<file path="config.mk">
export PLATFORM = sky130hd
export DESIGN_NAME = uart_tx_arbiter
export DESIGN_NICKNAME = d
export VERILOG_FILES = /design/src/rtl/uart_pkg.sv /design/src/rtl/uart_rr_pick.sv /design/src/rtl/uart_tx_arbiter.sv
export SDC_FILE = /design/constraint.sdc
export NUM_CORES = 1
export LEC_CHECK = 0
export BUFFER_PORTS_ARGS = -buffer_cell sky130_fd_sc_hd__buf_2
export CORE_UTILIZATION = 44
export DETAILED_ROUTE_END_ITERATION = 10
export GPL_TIMING_DRIVEN = 0
export PLACE_DENSITY = 0.79
export SYNTH_ARGS = -nofsm -noshare
export SYNTH_HDL_FRONTEND = slang
export SYNTH_SLANG_ARGS = --single-unit
</file>
<file path="constraint.sdc">
create_clock -name clk -period 3.54 [get_ports clk]
set_clock_uncertainty 0.15 [all_clocks]
set_input_delay 0 -clock clk [delete_from_list [all_inputs] [get_ports clk]]
set_output_delay 0 -clock clk [all_outputs]
set_load 0.05 [all_outputs]
</file>
<file path="src/rtl/uart_pkg.sv">
// Shared types and FSM encodings for the UART transmit arbiter.
// Latency: n/a (declarations only).
// Backpressure: n/a.
package uart_pkg;

    localparam int UART_WORD_W = 8;

    typedef logic [UART_WORD_W-1:0] word_t;

    // Arbiter FSM encodings, kept as plain constants for legacy tools.
    localparam logic [0:0] IDLE = 1'b0;
    localparam logic [0:0] OWN  = 1'b1;

endpackage

</file>
<file path="src/rtl/uart_rr_pick.sv">
// Round-robin picker: first requester set after i_last, wrapping modulo N.
// Latency: purely combinational.
// Backpressure: none; the caller decides when the pick is consumed.
module uart_rr_pick
    import uart_pkg::*;
#(
    parameter int N  = 3,
    parameter int IW = $clog2(N)
) (
    input  logic [N-1:0]  i_req,
    input  logic [IW-1:0] i_last,
    output logic [N-1:0]  o_onehot,
    output logic [IW-1:0] o_idx,
    output logic          o_any
);

    logic [IW-1:0]  w_start;
    logic [2*N-1:0] w_dbl;
    logic [N-1:0]   w_rot;
    logic [IW-1:0]  w_off;
    logic [IW:0]    w_sum;

    // Search begins one past the previous owner, wrapping back to 0.
    always_comb begin
        if (i_last == IW'(N - 1)) w_start = '0;
        else                      w_start = i_last + IW'(1);
    end

    // Rotate so the highest-priority requester lands in bit 0.
    always_comb begin
        w_dbl = {i_req, i_req};
        w_rot = w_dbl[w_start +: N];
    end

    // Priority-encode the rotated vector (lowest set bit wins).
    always_comb begin
        w_off = '0;
        o_any = 1'b0;
        for (int k = N - 1; k >= 0; k--) begin
            if (w_rot[k]) begin
                w_off = IW'(k);
                o_any = 1'b1;
            end
        end
    end

    // Un-rotate the offset back into an absolute requester index.
    always_comb begin
        w_sum    = {1'b0, w_start} + {1'b0, w_off};
        o_idx    = (int'(w_sum) >= N) ? IW'(int'(w_sum) - N) : w_sum[IW-1:0];
        o_onehot = '0;
        if (o_any) o_onehot[o_idx] = 1'b1;
    end

endmodule

</file>
<file path="src/rtl/uart_tx_arbiter.sv">
// Packet-granular round-robin sharing of one uart_tx among NUM_REQ clients.
// Latency: one cycle from req_valid to grant; words then pass through combinationally.
// Backpressure: tx_ready is routed to the owner's req_ready only; others see 0.
module uart_tx_arbiter
    import uart_pkg::*;
#(
    parameter int NUM_REQ       = 3,
    parameter int BITS_PER_WORD = 8,
    parameter int MAX_PKT       = 16
) (
    input  logic                             clk,
    input  logic                             rstn,
    input  logic [NUM_REQ-1:0]               req_valid,
    input  logic [NUM_REQ*BITS_PER_WORD-1:0] req_data,
    input  logic [NUM_REQ-1:0]               req_last,
    output logic [NUM_REQ-1:0]               req_ready,
    output logic                             tx_valid,
    output logic [BITS_PER_WORD-1:0]         tx_data,
    input  logic                             tx_ready,
    output logic [NUM_REQ-1:0]               grant,
    output logic                             busy
);

    localparam int            IW       = $clog2(NUM_REQ);
    localparam int            CW       = $clog2(MAX_PKT + 1);
    localparam logic [CW-1:0] CNT_LAST = CW'(MAX_PKT - 1);

    logic [0:0]               r_state;
    logic [NUM_REQ-1:0]       r_grant;
    logic [IW-1:0]            r_gidx;
    logic [IW-1:0]            r_last_grant;
    logic [CW-1:0]            r_cnt;

    logic [NUM_REQ-1:0]       w_pick_oh;
    logic [IW-1:0]            w_pick_idx;
    logic                     w_pick_any;
    logic [BITS_PER_WORD-1:0] w_data;
    logic                     w_xfer;
    logic                     w_own_last;
    logic                     w_release;

    uart_rr_pick #(
        .N  (NUM_REQ),
        .IW (IW)
    ) u_pick (
        .i_req    (req_valid),
        .i_last   (r_last_grant),
        .o_onehot (w_pick_oh),
        .o_idx    (w_pick_idx),
        .o_any    (w_pick_any)
    );

    // Owner's data slice; the grant is zero when idle, so this reads zero then.
    always_comb begin
        w_data = '0;
        for (int i = 0; i < NUM_REQ; i++) begin
            if (r_grant[i]) w_data = w_data | req_data[i*BITS_PER_WORD +: BITS_PER_WORD];
        end
    end

    // Stream steering, all derived from the registered one-hot grant.
    always_comb begin
        tx_valid   = |(req_valid & r_grant);
        tx_data    = w_data;
        req_ready  = tx_ready ? r_grant : '0;
        w_xfer     = tx_valid && tx_ready;
        w_own_last = |(req_last & r_grant);
        w_release  = w_xfer && (w_own_last || (r_cnt == CNT_LAST));
        grant      = r_grant;
        busy       = (r_state == OWN);
    end

    // Grant FSM: pick in IDLE, hold in OWN until a last word or the packet cap.
    always_ff @(posedge clk or negedge rstn) begin
        if (!rstn) begin
            r_state      <= IDLE;
            r_grant      <= '0;
            r_gidx       <= '0;
            r_last_grant <= IW'(NUM_REQ - 1);
            r_cnt        <= '0;
        end else begin
            case (r_state)
                IDLE: begin
                    if (w_pick_any) begin
                        r_state <= OWN;
                        r_grant <= w_pick_oh;
                        r_gidx  <= w_pick_idx;
                        r_cnt   <= '0;
                    end
                end
                default: begin
                    if (w_release) begin
                        r_state      <= IDLE;
                        r_grant      <= '0;
                        r_last_grant <= r_gidx;
                        r_cnt        <= '0;
                    end else if (w_xfer) begin
                        r_cnt <= r_cnt + CW'(1);
                    end
                end
            endcase
        end
    end

    // Invariants: single owner, single ready, no valid without ownership.
    a_grant_onehot0: assert property (@(posedge clk) disable iff (!rstn) $onehot0(grant));
    a_ready_onehot0: assert property (@(posedge clk) disable iff (!rstn) $onehot0(req_ready));
    a_valid_busy:    assert property (@(posedge clk) disable iff (!rstn) tx_valid |-> busy);

endmodule

</file>
==> results of run 1 <==
-- power breakdown --
part           leakage [uW]  internal [uW]  switching, uW
registers          0.000156            199           49.1
clock network     0.0000150           43.7           50.6
logic              0.000517            243            529
-- routing by layer --
| metal | vias to the layer above | wire [um] | share of wire |
|---|---|---|---|
| met5 | - | 0 | 0 |
| met3 | 2 | 83 | 0.031 |
| met2 | 25 | 1380 | 0.52 |
| met1 | 504 | 1180 | 0.45 |
| met4 | 0 | 7 | 0.0026 |
| li1 | 503 | - | - |
-- placed cells by master (no fill, tap or decap), types with 2 or more instances in the layout --
cell type / n
sky130_fd_sc_hd__a21oi_1: 3
sky130_fd_sc_hd__nor2_1: 5
sky130_fd_sc_hd__buf_2: 49
sky130_fd_sc_hd__dlygate4sd3_1: 4
sky130_fd_sc_hd__a222oi_1: 9
sky130_fd_sc_hd__o21ai_1: 2
sky130_fd_sc_hd__clkbuf_4: 3
sky130_fd_sc_hd__ha_1: 4
sky130_fd_sc_hd__nor2b_1: 2
sky130_fd_sc_hd__nor3_1: 2
sky130_fd_sc_hd__inv_1: 14
sky130_fd_sc_hd__nand2_1: 12
sky130_fd_sc_hd__mux2_4: 2
sky130_fd_sc_hd__or3_1: 2
sky130_fd_sc_hd__o22ai_1: 2
sky130_fd_sc_hd__dfrtp_1: 12
sky130_fd_sc_hd__o32ai_1: 2
sky130_fd_sc_hd__nand3_1: 6
sky130_fd_sc_hd__and2_1: 3
sky130_fd_sc_hd__o21ai_0: 2
sky130_fd_sc_hd__clkbuf_1: 5
-- metrics by stage --
step,total power (uW),util,setup WS [ns],instances
after floorplan,833,-,0.832,107
after CTS,1120,0.645,0.536,190
after global placement,979,0.611,0.690,182
after global routing,1210,0.645,0.354,190
final,1110,0.645,0.537,190
after detailed placement,1020,0.611,0.560,182
-- worst reg2reg max path, stage by stage (launching register included) --
cell,delay (ns)
sky130_fd_sc_hd__dfstp_2,0.58
sky130_fd_sc_hd__inv_1,0.07
sky130_fd_sc_hd__or3_1,0.37
sky130_fd_sc_hd__o31ai_1,0.10
sky130_fd_sc_hd__fa_1,0.50
sky130_fd_sc_hd__ha_1,0.21
sky130_fd_sc_hd__or3_1,0.32
sky130_fd_sc_hd__o21ai_0,0.20
sky130_fd_sc_hd__inv_1,0.09
sky130_fd_sc_hd__o32ai_1,0.31
-- how the worst max path moves through the flow --
stage / startpoint / end / slack, ns / cells past startpoint
after floorplan: r_last_grant[1]$_DFFE_PN1P_ / grant[0]$_DFFE_PN0P_ / 0.83 / 9
after global routing: r_last_grant[1]$_DFFE_PN1P_ / grant[0]$_DFFE_PN0P_ / 0.35 / 9
after detailed placement: r_last_grant[1]$_DFFE_PN1P_ / grant[0]$_DFFE_PN0P_ / 0.56 / 9
after global placement: r_last_grant[1]$_DFFE_PN1P_ / grant[0]$_DFFE_PN0P_ / 0.69 / 9
final: r_last_grant[1]$_DFFE_PN1P_ / grant[0]$_DFFE_PN0P_ / 0.54 / 9
after CTS: r_last_grant[1]$_DFFE_PN1P_ / grant[0]$_DFFE_PN0P_ / 0.54 / 9
-- layout make-up --
cell class / instances / area [um2]
plain buffers: 5 / 20.0
clock buffers: 4 / 26.3
fillers: 174 / 704
inverters: 14 / 52.6
multi-input cells: 75 / 538
flip-flops and latches: 13 / 327
well taps: 27 / 33.8
repair buffers: 52 / 280
-- what timing repair did --
| action | in CTS | in global routing |
|---|---|---|
| hold buffers | 4 | 0 |
| endpoints found under the hold margin | 18 | 0 |
| endpoints found under the setup margin | 0 | 0 |
| buffers inserted | 0 | 0 |
-- kinds of logic after synthesis --
| kind of cell | count (synthesis) |
|---|---|
| AOI/OAI and AO/OA | 26 |
| adders and majority gates | 5 |
| and+or+nand+nor | 41 |
| muxes | 3 |
| buffers and inverters | 19 |
| DFF | 13 |
-- flip-flops by register name, summed over array words and instances (netlist names) --
register,flops
grant,3
r_last_grant,2
r_cnt,5
busy,1
r_gidx,2
==> metrics list, run 1 <==
- The worst-case IR drop observed on VDD is roughly 0.51 mV.
- DIE AREA: 2320 um2
* Most used routing layer: met2
- Standby leakage power: 0.000688 uW
* Area share of fa/ha/maj cells after synthesis: 0.0748
- Remaining antenna violation count after routing: 0
* Dominant cell by count in the synthesized netlist: sky130_fd_sc_hd__inv_1
* Skew-Pair Late Insertion Delay: 0.28 ns
- After floorplanning, the core was sized to cover just under 2000 um2.
- Measured against the total synthesized area, the mux share comes to 0.0441.
- Yosys mapped a number of flops with a built-in enable equal to 0.
- Largest net degree at the start of global routing: 13
- Counting both buffers and inverters, the worst setup path holds a total of 2.
* Clk buf depth: 2
- Final weighted congestion in routability-driven placement: 0.730
- Initial cell density of the core: 0.473
* Site row count: 16
* Met2 track demand over resource: 0.387
- Summed over all failing endpoints, the final setup total negative slack is 0 ns.
- Dominant combinational cell family by area after synthesis: compound AO/OA/AOI/OAI gates
- Cell-by-cell listing of the critical path: inv_1 > or3_1 > o31ai_1 > fa_1 > ha_1 > or3_1 > o21ai_0 > inv_1 > o32ai_1
- Wirelength per Cell: 14.0 um
- R2r startpoint: r_last_grant[1]$_DFFE_PN1P_
- The largest single stage delay on the critical path is between 0.5 and 0.6 ns.
- Slowest cell on crit path: sky130_fd_sc_hd__dfstp_2
- At the pin with the least slew margin, the transition time is 0.566 ns.
- The first global-routing pass estimated 3620 um of wire.
* Cell chosen for the clock root: sky130_fd_sc_hd__clkbuf_4
- Counting the buffers created by CTS gives 3.
- Design Area, Final: 1280 um2
- Category of the critical setup timing path: reg2reg
- In the synthesized netlist, the cells that appear most often are sky130_fd_sc_hd__inv_1, sky130_fd_sc_hd__dfrtp_1, sky130_fd_sc_hd__nand2_1.
- Worst-case reg-to-reg path depth: 9
- Drt pass-1 iters: 4
- After detailed routing, the number of vias per cell comes to 5.44.
- The compound-gate portion of the synthesized area is 0.228.
- In this run the count of I/O pins placed on the die edge is 49.
- The via count of the first global-routing pass was 842.
- Post-Syn Area per Cell: 8.76 um2
- In this run the horizontal extent of the chip is 48.2 um.
* Net count after synthesis: 145
- Synth warnings: 0
* Clock slew at reported path FFs: approximately 0.08 ns
* Data required time of the worst path: 3.57 ns
- Routed wire length: 2660 um
- RSZ-0062 raised after global routing: no
* Antenna violations before repair: 0
- For this block, the initial DRC count from the detailed router was 76.
* Final clock period utilization by the worst path: 0.848
- Total inserted antenna cells: 0
- Dpl cell area: 1210 um2
* Tightest slew margin relative to the limit: 0.623
- Post-layout minimum cycle time: 3.00 ns
* Post-Syn Area: 937 um2
- The kind of cell with the highest combined delay along the critical path is adder cells.
- The cell count after synthesis came out at 107.
- R2R Path End: grant[0]$_DFFE_PN0P_
- TritonCTS clock tree: yes
- Flop and latch count out of synthesis: 13
* Clock sink total: 13
* H-tree Lvls: 1
- For this run, asynchronously set or reset flops after synthesis account for 1.00.
- Of the cells placed in the final design, the portion with a size suffix greater than 1 is 0.362.
* Critical path arrival: 3.03 ns
- Synth Area in Simple Gates: 0.227
- Register-to-register setup slack: 0.54 ns
- Kind of launch point of the worst setup path: flip-flop
- At the end of the flow, the number of nets in the layout was slightly above 200.
- The worst setup path is captured at a flip-flop.
- The HPWL after detailed placement is between 1500 and 2000 um.
- For this run, the leading register cell type out of synthesis is sky130_fd_sc_hd__dfrtp_1.
- Static timing analysis puts the maximum clock frequency at 333 MHz.
* Areal power density over the cells: 872 nW/um2
- Cell types occupying the most area after synthesis: sky130_fd_sc_hd__dfrtp_1, sky130_fd_sc_hd__a222oi_1, sky130_fd_sc_hd__inv_1
* Vertical die dimension: around 48 um
* DRC errors left: 0
- For met1 alone, demand over resource in global routing was 0.304.
- Setup violations remaining at the end of the flow were counted as 0.
* Number of max-cap violations: 0
* Number of I/O port buffers: 48
- Detailed routing inserted a total of 1034 vias.
* Area share of the largest cell type after synthesis: 0.320
* GRT Resource Usage Total: 0.229
* Class of the tightest hold or removal check: in2async
- Summed over all instances, the cell type with the most area after synthesis is sky130_fd_sc_hd__dfrtp_1.
- For this run, the register share of the synthesized area comes to 0.348.
- Final number of hold-violating endpoints: 0
- Slew Viols, Final: 0
- Area growth, synth to finish: 36.3%
- Fraction of met3 tracks used by global routing: 0.0444
- Maximum fanout encountered on the critical timing path: 5
- Outcome: completed
- Parity-gate share of the synthesized area counting xor and xnor cells: 0
* Fin Hold WS: 0.0699 ns
- The number of gates resized after CTS was 0.
* Total global routing overflow: 0
- Count of distinct cell types in the synthesized netlist: 37
Power figures use the tool's default switching activity.
==> inputs of run 2 (changes only) <==
==> constraint.sdc (replaced) <==
create_clock -name clk -period 3.07 [get_ports clk]
set_clock_uncertainty 0.15 [all_clocks]
set_input_delay 0 -clock clk [delete_from_list [all_inputs] [get_ports clk]]
set_output_delay 0 -clock clk [all_outputs]
set_load 0.05 [all_outputs]
==> metrics list, run 2 (same netlist as run 1, synthesis figures left out) <==
* Outcome: completed
- Total inserted antenna cells: 0 (unchanged)
* Clock sink total: 13 (unchanged)
* Drt pass-1 iters: 5 (+1)
- The power density over the cells came to 1040 nW/um2 (+19%).
- The worst slew slack as a fraction of its limit was 0.616 (-0.00624).
- From synthesis to final layout, the design area changed by 37.1%.
- The global-route total usage across every layer came to 0.229 (unchanged).
- The post-route antenna net violation count is 0 (unchanged).
- Final weighted congestion in routability-driven placement: 0.730 (unchanged)
* Final total negative setup slack: 0 ns (unchanged)
* DRC errors left: 0 (unchanged)
* Vertical die dimension: 48.2 um (unchanged)
- The total power after layout is 1340 uW (+20%).
- Slew Viols, Final: 0 (unchanged)
* Class of the tightest hold or removal check: in2async
- Cell chosen for the clock root: sky130_fd_sc_hd__clkbuf_4
- The data arrival time at the worst-slack endpoint was 2.95 ns (-0.08 ns).
* Clock slew at reported path FFs: 0.09 ns (about the same)
- The post-route fraction of the period consumed by the critical path was 0.951 (+0.103).
- The via count of the first global-routing pass is 842 (unchanged).
- Kind of launch point of the worst setup path: flip-flop
* Wirelength per Cell: 14.0 um (+0.45%)
* Maximum fanout encountered on the critical timing path: 5 (unchanged)
- Number of I/O port buffers: 48 (unchanged)
- Leaving out fill and tap cells, the most frequent cell in the layout is sky130_fd_sc_hd__buf_2.
- DIE AREA: 2320 um2 (unchanged)
* Number of flip-flops under the largest register name: 5 (unchanged)
- H-tree Lvls: 1 (unchanged)
- The number of standard-cell rows in the floorplan was 16 (unchanged).
- The effective utilization at floorplan was 0.473 (unchanged).
- Ratio of cells with drive above 1 in the final layout: 0.374 (+0.0123)
- Via count: 1041 (+0.68%)
* Largest net degree at the start of global routing: 13 (unchanged)
- The placeable core region was 1980 um2 (unchanged).
- Number of vias per cell after detailed routing: 5.48 (+0.68%)
- Slew at the pin closest to its max-slew limit: 0.576 ns (+0.00936 ns)
- The data required time at the worst endpoint came to 3.10 ns (-0.47 ns).
- Post-layout minimum cycle time: 2.92 ns (-0.0819 ns)
- The number of antenna violations at the first check in global routing was 0 (unchanged).
- Standby leakage power: 0.000690 uW (+0.20%)
* Highest clock frequency the design can meet: 342 MHz (+2.8%)
- Skew-Pair Late Insertion Delay: 0.28 ns (about the same)
* Hpwl dp: 2000 um (unchanged)
- The global-route wire length before repair came to 3620 um (unchanged).
* Clk buf depth: 2 (unchanged)
- Layout Nets: 202 (unchanged)
- The total wire length was 2670 um (+0.45%).
- The maximum vdd drop is 0.591 mV (+15%).
* TritonCTS clock tree: yes
- Number of buffers added by the clock tree synthesis step: 3 (unchanged)
* Most frequent cells in the layout: sky130_fd_sc_hd__buf_2, sky130_fd_sc_hd__inv_1, sky130_fd_sc_hd__nand2_1, sky130_fd_sc_hd__dfrtp_1, sky130_fd_sc_hd__a222oi_1
* Final setup viols: 0 (unchanged)
* Final number of hold-violating endpoints: 0 (unchanged)
- The number of placed I/O pins is 49 (unchanged).
- The critical path is of the reg2reg type.
* Top register by number of flip-flops: r_cnt
* First-iteration detailed-routing DRC count: 79 (+3.9%)
* Number of max-cap violations: 0 (unchanged)
- The total congestion overflow is 0 (unchanged).
- STA classifies the critical path endpoint as a flip-flop.
* Width of the chip: 48.2 um (unchanged)
[run 2: metrics by stage]
stage | hold WS (ns) | utilization | area (um2) | setup slack, ns | instances
after floorplan | -0.446 | - | 937 | 0.362 | 107
after global placement | -0.256 | 0.611 | 1210 | 0.220 | 182
after detailed placement | -0.247 | 0.611 | 1210 | 0.0899 | 182
after CTS | 0.0513 | 0.645 | 1280 | 0.0662 | 190
after global routing | 0.0476 | 0.648 | 1280 | -0.00704 | 190
final | 0.0683 | 0.648 | 1280 | 0.149 | 190
[run 2: routing by layer]
layer  GRT usage  wire length [um]  part of all wire  vias to the layer above
li1            -                 -                 -                      506
met1       0.304              1200              0.45                      510
met2       0.387              1380              0.52                       23
met3      0.0444                80             0.030                        2
met4      0.0500                 7            0.0026                        0
met5           0                 0                 0                        -
[run 2: cell type report]
type | instances | area, um2
fillers | 175 | 697
multi-input cells | 75 | 546
flip-flops and latches | 13 | 327
repair buffers | 52 | 280
inverters | 14 | 52.6
well taps | 27 | 33.8
clock buffers | 4 | 26.3
plain buffers | 5 | 20.0
[run 2: path summary, 6_finish.rpt]
check / startpoint / to / slack, ns / cells past startpoint
worst max-delay path: r_last_grant[1]$_DFFE_PN1P_ / grant[0]$_DFFE_PN0P_ / 0.15 / 9
worst min-delay path: rstn / r_last_grant[1]$_DFFE_PN1P_ / 0.07 / 2
worst max register to register: r_last_grant[1]$_DFFE_PN1P_ / grant[0]$_DFFE_PN0P_ / 0.15 / 9
worst min register to register: r_gidx[1]$_DFFE_PN0P_ / r_gidx[1]$_DFFE_PN0P_ / 0.35 / 2
max in group asynchronous: rstn / r_gidx[1]$_DFFE_PN0P_ / 1.74 / 3
min in group clk: req_last[2] / r_cnt[4]$_DFFE_PN0P_ / 0.11 / 5
[run 2: critical path, cell delays in order (launching register included)]
cell,delay [ns]
sky130_fd_sc_hd__dfstp_2,0.58
sky130_fd_sc_hd__inv_1,0.07
sky130_fd_sc_hd__or3_1,0.37
sky130_fd_sc_hd__o31ai_1,0.10
sky130_fd_sc_hd__fa_1,0.50
sky130_fd_sc_hd__ha_1,0.21
sky130_fd_sc_hd__or3_1,0.36
sky130_fd_sc_hd__o21ai_2,0.12
sky130_fd_sc_hd__inv_1,0.07
sky130_fd_sc_hd__o32ai_1,0.29
[run 2: timing repair]
action                     4_1_cts  5_1_grt
resized for setup                0        3
setup endpoints to repair        0        2
buffers inserted                 0        0
hold endpoints to repair        18        0
hold buffers                     4        0
[run 2: power breakdown]
part | internal, uW | switching (uW)
logic | 301 | 641
registers | 229 | 57.1
clock network | 50.4 | 59.4
==> inputs of run 3 (changes only) <==
--- a/config.mk
+++ b/config.mk
@@ -8,7 +8,6 @@
 export BUFFER_PORTS_ARGS = -buffer_cell sky130_fd_sc_hd__buf_2
 export CORE_UTILIZATION = 44
 export DETAILED_ROUTE_END_ITERATION = 10
-export GPL_TIMING_DRIVEN = 0
 export PLACE_DENSITY = 0.79
 export SYNTH_ARGS = -nofsm -noshare
 export SYNTH_HDL_FRONTEND = slang
==> metrics list, run 3 (same netlist as run 1, synthesis figures left out) <==
- Number of max-cap violations: 0 (unchanged)
- Layout Cells excl Fill: 185 (-2.6%)
* Final total negative setup slack: 0 ns (unchanged)
* Clock slew at reported path FFs: 0.08 ns (about the same)
- Most common cell after layout, fill and taps aside: sky130_fd_sc_hd__buf_2
* First-iteration detailed-routing DRC count: 44 (-44%)
* Drt pass-1 iters: 5 (unchanged)
- The total of fill cells in the finished design is 170 (-2.9%).
- The number of buffers on the longest clock path was 2 (unchanged).
- The total number of vias was 1016 (-2.4%).
* Ratio of cells with drive above 1 in the final layout: 0.367 (-0.00714)
- Site row count: 16 (unchanged)
- The half-perimeter wire length after placement came to 1830 um (-8.6%).
- Initial cell density of the core: 0.473 (unchanged)
- Ports placed on the boundary: 49 (unchanged)
- The leakage power of the design is 0.000681 uW (-1.3%).
- Layout Nets: 197 (-2.5%)
* Total power after layout: 1260 uW (-6.1%)
- Top register by number of flip-flops: r_cnt
- Number of flip-flops under the largest register name: 5 (unchanged)
- The total wire length is 2430 um (-8.8%).
* Design Area, Final: 1260 um2 (-2.1%)
- TritonCTS built the clock tree.
* Critical path arrival: 3.00 ns (+0.05 ns)
* Number of instances in the placed design: 177 (-2.7%)
- The worst setup path is captured at a flip-flop.
* DRC errors left: 0 (unchanged)
- The count of buffers inserted at the top-level ports was 48 (unchanged).
- Final clock period utilization by the worst path: 0.960 (+0.00904)
- The proportion of power drawn by flip-flops and latches is 0.249 (+0.035).
* Combinational share of power: 0.667 (-0.037)
* Slew Viols, Final: 0 (unchanged)
- Final number of hold-violating endpoints: 0 (unchanged)
* Internal power: 551 uW (-5.1%)
- Switching Fraction: 0.561 (-0.00464)
- Total global routing overflow: 0 (unchanged)
* Dpl cell area: 1190 um2 (-1.7%)
- CTS placed an instance of sky130_fd_sc_hd__clkbuf_4 at the clock tree root.
- Area of the core: 1980 um2 (unchanged)
- The path class of the tightest hold or removal check is in2async.
- The number of levels the H-tree was split into was 1 (unchanged).
- The total of cells resized after clock tree synthesis was 0 (unchanged).
* Areal power density over the cells: 1000 nW/um2 (-4.1%)
- The data required time at the worst endpoint came to 3.12 ns (+0.02 ns).
- The clock network fraction of total power came to 0.084 (+0.002).
- The transition time at the pin with the least slew margin came to 0.607 ns (+0.0315 ns).
- The number of clock sinks seen by CTS was 13 (unchanged).
- Number of global-route vias before repair: 727 (-14%)
- The worst setup path is launched from a flip-flop.
- The worst setup margin came to 0.121 ns (-0.0278 ns).
- The number of CTS-inserted buffers came to 3 (unchanged).
- RSZ-0062 raised after global routing: no
* Area growth, synth to finish: 34.2%
* Tightest slew margin relative to the limit: 0.595 (-0.0210)
- The full die area was 2320 um2 (unchanged).
* Antenna violations before repair: 0 (unchanged)
* Category of the critical setup timing path: reg2reg
- Leaving out fill and tap cells, the most frequent cells in the layout are sky130_fd_sc_hd__buf_2, sky130_fd_sc_hd__inv_1, sky130_fd_sc_hd__nand2_1, sky130_fd_sc_hd__dfrtp_1, sky130_fd_sc_hd__a222oi_1.
- The net load switching power is 706 uW (-6.9%).
- The setup violation total in the final timing report was 0 (unchanged).
- The die height was 48.2 um (unchanged).
- Largest net degree at the start of global routing: 16 (+3)
- Maximum fanout encountered on the critical timing path: 5 (unchanged)
- Number of vias per cell after detailed routing: 5.49 (+0.24%)
* Post-layout minimum cycle time: 2.95 ns (+0.0278 ns)
- The global-route wire length before repair was 3170 um (-12%).
- The post-route antenna net violation count came to 0 (unchanged).
- Total inserted antenna cells: 0 (unchanged)
* GRT Resource Usage Total: 0.202 (-0.0271)
- The maximum vdd drop was 0.539 mV (-8.8%).
* Outcome: completed
* Pre-CTS setup slack: 0.132 ns (+0.0423 ns)
- The routed wire length per instance came to 13.2 um (-6.4%).
* Width of the chip: 48.2 um (unchanged)
* Skew-Pair Late Insertion Delay: 0.28 ns (about the same)
- Final weighted congestion in routability-driven placement: 0.725 (-0.70%)
- The fmax was 339 MHz (-0.94%).
==> run 3: area by class of cell <==
cell class / count / area (um2) / share of cell area
Inverter: 14 / 52.6 / 0.0418
Sequential cell: 13 / 327 / 0.260
Multi-Input combinational cell: 75 / 538 / 0.428
Tap cell: 27 / 33.8 / 0.0269
Timing Repair Buffer: 52 / 280 / 0.223
Clock buffer: 4 / 26.3 / 0.0209
==> run 3: worst paths after layout <==
kind                                        startpoint                          end  slack, ns  depth (start not counted)
max                        r_last_grant[1]$_DFFE_PN1P_         grant[1]$_DFFE_PN0P_       0.12                          9
min                                               rstn  r_last_grant[1]$_DFFE_PN1P_       0.05                          2
max reg2reg                r_last_grant[1]$_DFFE_PN1P_         grant[1]$_DFFE_PN0P_       0.12                          9
min reg2reg                      r_gidx[0]$_DFFE_PN0P_  r_last_grant[0]$_DFFE_PN0P_       0.36                          1
max in group asynchronous                         rstn               busy$_DFF_PN0_       1.77                          3
min in group clk                           req_last[2]         r_cnt[4]$_DFFE_PN0P_       0.09                          5
==> run 3: power by group through the flow <==
stage / Clock [uW] / Sequential (uW) / Combinational, uW
global route: 113 / 322 / 921
global placement: 0 / 311 / 799
detailed placement: 0 / 315 / 833
floorplan: 0 / 333 / 628
CTS: 106 / 312 / 839
finish: 106 / 313 / 839
==> run 3: routing by layer <==
layer,vias up,track usage,wire (um)
met5,-,0,0
met4,0,0.0444,14
met3,2,0.0630,132
met2,31,0.315,1240
met1,487,0.276,1040
li1,496,-,-
==> run 3: repair_timing <==
action                                 CTS  global route
endpoints found under the hold margin   18             0
hold buffers                             4             0
setup endpoints to repair                0             0
buffers inserted                         0             0
==> run 3: through the flow <==
stage | hold WS [ns] | utilization
floorplan | -0.446 | -
global placement | -0.257 | 0.601
detailed placement | -0.252 | 0.601
CTS | 0.0574 | 0.634
global route | 0.0544 | 0.634
finish | 0.0532 | 0.634
==> run 3: critical path: stages (launching register included) <==
cell and delay (ns):
sky130_fd_sc_hd__dfstp_2 0.57, sky130_fd_sc_hd__inv_1 0.06, sky130_fd_sc_hd__or3_1 0.37, sky130_fd_sc_hd__o31ai_1 0.10
sky130_fd_sc_hd__fa_1 0.50, sky130_fd_sc_hd__ha_1 0.21, sky130_fd_sc_hd__or3_1 0.33, sky130_fd_sc_hd__a21oi_1 0.31
sky130_fd_sc_hd__nand2_1 0.10, sky130_fd_sc_hd__o22ai_1 0.17
